==> config.mk <==
export PLATFORM = sky130hd
export DESIGN_NAME = seq_divider
export DESIGN_NICKNAME = d
export VERILOG_FILES = /design/src/rtl/seq_div_pkg.sv /design/src/rtl/div_step.sv /design/src/rtl/seq_divider.sv
export SDC_FILE = /design/constraint.sdc
export NUM_CORES = 1
export LEC_CHECK = 0
export CAP_MARGIN = 40
export CELL_PAD_IN_SITES_DETAIL_PLACEMENT = 1
export CELL_PAD_IN_SITES_GLOBAL_PLACEMENT = 1
export CORE_UTILIZATION = 30
export CTS_CLUSTER_DIAMETER = 200
export DETAILED_ROUTE_END_ITERATION = 10
export HOLD_SLACK_MARGIN = 0.03
export MAX_ROUTING_LAYER = met4
export PLACE_DENSITY = 0.63
export SETUP_SLACK_MARGIN = 0.3
export SKIP_LAST_GASP = 1
export SLEW_MARGIN = 20
export SYNTH_ARGS = -nofsm -noshare
export SYNTH_HDL_FRONTEND = slang
export SYNTH_SLANG_ARGS = --single-unit
==> constraint.sdc <==
create_clock -name Clock -period 5.1 [get_ports Clock]
set_input_delay 1.02 -clock Clock [delete_from_list [all_inputs] [get_ports Clock]]
set_output_delay 1.02 -clock Clock [all_outputs]
set_load 0.02 [all_outputs]
==> src/rtl/seq_div_pkg.sv <==
// Shared types and helpers for the sequential restoring divider.
package seq_div_pkg;

    typedef enum logic [1:0] {
        IDLE = 2'd0,
        RUN  = 2'd1,
        FIX  = 2'd2,
        DONE = 2'd3
    } state_e;

    localparam int DEFAULT_WIDTH = 16;

    // Bits needed to hold values 0..value-1; used with WIDTH+1 so the counter can hold WIDTH.
    function automatic int clog2(input int value);
        int result;
        result = 0;
        for (int i = 0; i < 32; i++) begin
            if ((64'd1 << i) < 64'(value)) begin
                result = i + 1;
            end
        end
        return result;
    endfunction

endpackage

==> src/rtl/div_step.sv <==
// One restoring division step: shift {remainder, quotient} left, trial-subtract the divisor magnitude.
module div_step #(
    parameter int WIDTH = 16
) (
    input  logic [WIDTH-1:0] part_rem,
    input  logic [WIDTH-1:0] quo,
    input  logic [WIDTH-1:0] dmag,
    output logic [WIDTH-1:0] next_rem,
    output logic [WIDTH-1:0] next_quo
);

    logic [WIDTH:0] shifted_s;
    logic [WIDTH:0] trial_s;

    // Trial subtraction; a clear sign bit means the divisor fits and the trial is kept.
    always_comb begin
        shifted_s = {part_rem, quo[WIDTH-1]};
        trial_s   = shifted_s - {1'b0, dmag};
        next_rem  = shifted_s[WIDTH-1:0];
        next_quo  = {quo[WIDTH-2:0], 1'b0};
        if (trial_s[WIDTH] == 1'b0) begin
            next_rem = trial_s[WIDTH-1:0];
            next_quo = {quo[WIDTH-2:0], 1'b1};
        end else begin
            next_rem = shifted_s[WIDTH-1:0];
            next_quo = {quo[WIDTH-2:0], 1'b0};
        end
    end

endmodule

==> src/rtl/seq_divider.sv <==
// Sequential signed divider: magnitudes are divided by a shared restoring step, signs applied afterwards.
module seq_divider
    import seq_div_pkg::*;
#(
    parameter int WIDTH = DEFAULT_WIDTH
) (
    input  logic             Clock,
    input  logic             Resetn,
    input  logic             start,
    input  logic [WIDTH-1:0] dividend,
    input  logic [WIDTH-1:0] divisor,
    output logic             busy,
    output logic             done,
    output logic [WIDTH-1:0] quotient,
    output logic [WIDTH-1:0] remainder,
    output logic             overflow,
    output logic             div_by_zero
);

    localparam int CW = clog2(WIDTH + 1);
    localparam logic [WIDTH-1:0] ZERO     = {WIDTH{1'b0}};
    localparam logic [WIDTH-1:0] MOST_NEG = {1'b1, {(WIDTH-1){1'b0}}};

    state_e           state_r;
    logic [CW-1:0]    cnt_r;
    logic [WIDTH-1:0] rem_r;
    logic [WIDTH-1:0] wq_r;
    logic [WIDTH-1:0] dmag_r;
    logic             sign_q_r;
    logic             sign_r_r;
    logic             busy_r;
    logic             done_r;
    logic [WIDTH-1:0] quotient_r;
    logic [WIDTH-1:0] remainder_r;
    logic             overflow_r;
    logic             dbz_r;

    logic [WIDTH-1:0] dividend_mag_s;
    logic [WIDTH-1:0] divisor_mag_s;
    logic [WIDTH-1:0] step_rem_s;
    logic [WIDTH-1:0] step_quo_s;
    logic [WIDTH-1:0] fix_quo_s;
    logic [WIDTH-1:0] fix_rem_s;
    logic             fix_ovf_s;

    div_step #(.WIDTH(WIDTH)) u_step (
        .part_rem (rem_r),
        .quo      (wq_r),
        .dmag     (dmag_r),
        .next_rem (step_rem_s),
        .next_quo (step_quo_s)
    );

    // Operand magnitudes; the most negative value maps to 2^(WIDTH-1) as unsigned.
    always_comb begin
        dividend_mag_s = dividend;
        divisor_mag_s  = divisor;
        if (dividend[WIDTH-1] == 1'b1) begin
            dividend_mag_s = ZERO - dividend;
        end else begin
            dividend_mag_s = dividend;
        end
        if (divisor[WIDTH-1] == 1'b1) begin
            divisor_mag_s = ZERO - divisor;
        end else begin
            divisor_mag_s = divisor;
        end
    end

    // Sign fix-up; a positive quotient of 2^(WIDTH-1) cannot be represented and wraps.
    always_comb begin
        fix_quo_s = wq_r;
        fix_rem_s = rem_r;
        fix_ovf_s = (sign_q_r == 1'b0) && (wq_r == MOST_NEG);
        if (sign_q_r == 1'b1) begin
            fix_quo_s = ZERO - wq_r;
        end else begin
            fix_quo_s = wq_r;
        end
        if (sign_r_r == 1'b1) begin
            fix_rem_s = ZERO - rem_r;
        end else begin
            fix_rem_s = rem_r;
        end
    end

    // Control FSM with registered handshake and result outputs.
    always_ff @(posedge Clock or negedge Resetn) begin
        if (!Resetn) begin
            state_r     <= IDLE;
            cnt_r       <= {CW{1'b0}};
            rem_r       <= ZERO;
            wq_r        <= ZERO;
            dmag_r      <= ZERO;
            sign_q_r    <= 1'b0;
            sign_r_r    <= 1'b0;
            busy_r      <= 1'b0;
            done_r      <= 1'b0;
            quotient_r  <= ZERO;
            remainder_r <= ZERO;
            overflow_r  <= 1'b0;
            dbz_r       <= 1'b0;
        end else begin
            case (state_r)
                IDLE: begin
                    done_r <= 1'b0;
                    if (start) begin
                        busy_r      <= 1'b1;
                        rem_r       <= ZERO;
                        wq_r        <= dividend_mag_s;
                        dmag_r      <= divisor_mag_s;
                        sign_q_r    <= dividend[WIDTH-1] ^ divisor[WIDTH-1];
                        sign_r_r    <= dividend[WIDTH-1];
                        cnt_r       <= CW'(WIDTH);
                        quotient_r  <= ZERO;
                        overflow_r  <= 1'b0;
                        if (divisor == ZERO) begin
                            remainder_r <= dividend;
                            dbz_r       <= 1'b1;
                            done_r      <= 1'b1;
                            state_r     <= DONE;
                        end else begin
                            remainder_r <= ZERO;
                            dbz_r       <= 1'b0;
                            state_r     <= RUN;
                        end
                    end else begin
                        busy_r <= 1'b0;
                    end
                end
                RUN: begin
                    rem_r <= step_rem_s;
                    wq_r  <= step_quo_s;
                    cnt_r <= cnt_r - CW'(1);
                    if (cnt_r == CW'(1)) begin
                        state_r <= FIX;
                    end else begin
                        state_r <= RUN;
                    end
                end
                FIX: begin
                    quotient_r  <= fix_quo_s;
                    remainder_r <= fix_rem_s;
                    overflow_r  <= fix_ovf_s;
                    done_r      <= 1'b1;
                    state_r     <= DONE;
                end
                DONE: begin
                    done_r  <= 1'b0;
                    busy_r  <= 1'b0;
                    state_r <= IDLE;
                end
                default: begin
                    done_r  <= 1'b0;
                    busy_r  <= 1'b0;
                    state_r <= IDLE;
                end
            endcase
        end
    end

    assign busy        = busy_r;
    assign done        = done_r;
    assign quotient    = quotient_r;
    assign remainder   = remainder_r;
    assign overflow    = overflow_r;
    assign div_by_zero = dbz_r;

endmodule

==> metrics.txt <==
maximum vdd drop=~0.19 mV; Int Pwr=about 2.6 mW; Hold Fails Final Rpt=0; Hold Path Class=reg -> reg; clock power share=between 10 and 15%; first-pass GRT wire length=between 20,000 and 30,000 um; worst slew pin tran=about 830 ps; asr flop ratio synth=100%; die area=0.0210 mm^2; setup TNS=0 ps; skew final=approximately 14 ps; routed vias/inst=5.10; Core Util, Final=around 37%; clock buffer depth=2; Adder-Cell Fraction of Synth Area=between 5 and 6%; WP data arrival=about 3700 ps; most frequent cells in the layout=127 x nand2_1, 99 x o21ai_0, 93 x dfrtp_1; GRT overflow=0; sequential cell area=0.00233 mm^2; Vias=5,335; I/O Buffers=70; final instance area=0.00736 mm^2; Initial Util=a little under a third; combinational share of power=between 50% and 60%; core area=roughly 0.020 mm^2; leading cell type in the layout, fill and taps excluded=nand2_1; Area after DPL=about 0.007 mm^2; pwr/cell area=650 mW/mm^2; TritonCTS Buffers=9; WS Path Type=in -> reg; Cell Area, Synth=0.00612 mm^2; post-synthesis mux area share=4.01%; Cells after Synth=720; pre-CTS WS=between 1000 and 1500 ps; Routed Antenna Nets=0; Netlist cell types=56; setup bufs post-CTS=0; CTS resizes=0; final setup fails=0; Most used DFF post-synth=dfrtp_1; drt total wl=between 15,000 and 20,000 um; worst skew pair latency=between 300 and 400 ps; multi-input logic area=0.00350 mm^2; CTS tree=yes; Avg Cell Area, Syn=around 8.5 um^2; Routed wire per std cell=~17 um; Ports=71; crit path launch type=primary input; net load switching power=2.22 mW; max cap viols=0; CP Data Required Time=approximately 5400 ps; # fillers=2,331; yosys warns=0; PnR worst setup slack=approximately 1700 ps; CP max FO=12; Clk Tree Root Cell=clkbuf_16; DR iter-0 viols=around 240; vias in the first global route=5,444; layout cell share with drive strength beyond 1=approximately 5.2%; top cell type's share of synthesized area=approximately two fifths; initial antenna violation count=0; hold_buf cts=0; XOR/XNOR Fraction of Synth Area=around a tenth; largest net degree at the start of global routing=60; top cells by area, synth=dfrtp_1 38%, o21ai_0 8.2%, nand2_1 7.8%; worst rel slew slack=around 44%; Worst Setup End Kind=flop; Total GRT Usage=18.2%; achievable frequency=around 290 MHz; CTS clk-pin slew, worst paths=about 70 ps; Inserted Diodes=0; Mapped Nets=between 700 and 800; final worst path period need=between 3000 and 4000 ps; leakage=roughly 3 nW; P&R area growth vs syn=20.4%; RSZ-0062 raised after global routing=false; Final Max Tran Viols=0; power consumption=approximately 4.8 mW; Synth Area in Compound Gates=about a fifth; EDFF count, synth=0; post-DP HPWL=13,300 um; Die W=145 um; CTS Sinks=93; Pre-Repair DR Iteration Count=4; Synth area leader=dfrtp_1; status=completed; period utilization=approximately two thirds; switch share=between 40% and 50%; H-tree levels=3; largest family of logic cells by synthesized area=compound AO/OA/AOI/OAI gates; die height=about 140 um; # rows=~50; DRC viols=0; GP Congestion=between 0.8 and 0.9; sequential share of power=between 20 and 30%; Post-Synth Simple-Gate Area=17.5%; sequential area share after synthesis=approximately two fifths; Nets=approximately 840; Synth Register Bits=between 90 and 100
## path summary, 6_finish.rpt
check                             from           end  slack, ps  cells past startpoint
hold reg to reg            quotient[7]   quotient[7]        480                      2
hold / removal             quotient[7]   quotient[7]        480                      2
setup reg to reg              wq_r[15]      rem_r[1]       1670                     10
max in group asynchronous       Resetn     dmag_r[9]       3570                      3
min in group asynchronous       Resetn   quotient[9]        500                      1
setup / recovery            divisor[8]  remainder[8]       1670                      7
## power by group through the flow
stage	clock [mW]	combinational, mW	sequential (mW)
6_report	0.664	2.78	1.34
5_1_grt	0.703	3.12	1.39
4_1_cts	0.684	2.82	1.34
3_5_place_dp	0	2.80	1.36
3_3_place_gp	0	2.70	1.34
2_1_floorplan	0	2.12	1.29
## worst max-delay path, cell delays in order
cell,delay [ps]
clkdlybuf4s50_1,480
or4_4,590
or4_4,470
nor3_2,650
and3_1,270
a21oi_1,50
o21ai_0,150
## sequential cells by signal, summed over array words and instances (netlist names)
name and cells:
dmag_r 16, quotient 16, rem_r 16, remainder 16
wq_r 16, cnt_r 5, state_r 2, busy 1
div_by_zero 1, done 1, overflow 1, sign_q_r 1
sign_r_r 1
## per-stage QoR
step,instances,hold WS [ps]
after floorplan,720,450
after global placement,1029,464
after detailed placement,1029,470
after CTS,1045,486
after global routing,1046,498
final,1046,478
## logic make-up after synthesis
logic type,count (synthesis)
AO/OA/AOI/OAI,205
XOR/XNOR,69
adder cells (fa/ha/maj),28
buffers and inverters,67
flip-flops,93
multiplexers,24
AND/OR/NAND/NOR,234
## layer usage
metal	global-route usage (%)	vias to the layer above	wire [um]	share of wire [%]
met3	2.20	13	580	3.4
met2	29.6	81	8150	47
li1	-	2633	-	-
met5	-	-	0	0
met1	23.6	2608	8380	48
met4	5.93	0	189	1.1
## cell usage after synthesis (3+ instances only)
| library cell | count |
|---|---|
| nand2_1 | 127 |
| o21ai_0 | 100 |
| dfrtp_1 | 93 |
| nor2_1 | 42 |
| xor2_1 | 38 |
| a21oi_1 | 34 |
| inv_1 | 31 |
| xnor2_1 | 30 |
| clkbuf_1 | 29 |
| ha_1 | 27 |
| mux2i_1 | 20 |
| o31ai_1 | 12 |
| nand3_1 | 11 |
| o41ai_1 | 11 |
| o21ai_1 | 9 |
| a31oi_1 | 8 |
| nand2b_1 | 7 |
| nor3_1 | 7 |
| and3_1 | 6 |
| or4_1 | 6 |
| o21a_1 | 5 |
| o22ai_1 | 5 |
| or3_1 | 5 |
| a221oi_1 | 4 |
| a22oi_1 | 4 |
| mux2_2 | 4 |
| nor2b_1 | 4 |
| nor4_1 | 4 |
| a211oi_1 | 3 |
| o211ai_1 | 3 |
## area by class of cell
cell class / instances / area share [%]
multi-input cells: 560 / 47.6
flip-flops and latches: 93 / 31.6
repair buffers: 80 / 10.8
well taps: 265 / 4.50
clock buffers: 13 / 3.54
inverters: 32 / 1.63
clock inverters: 3 / 0.340
(Power assumes the default switching activity.)
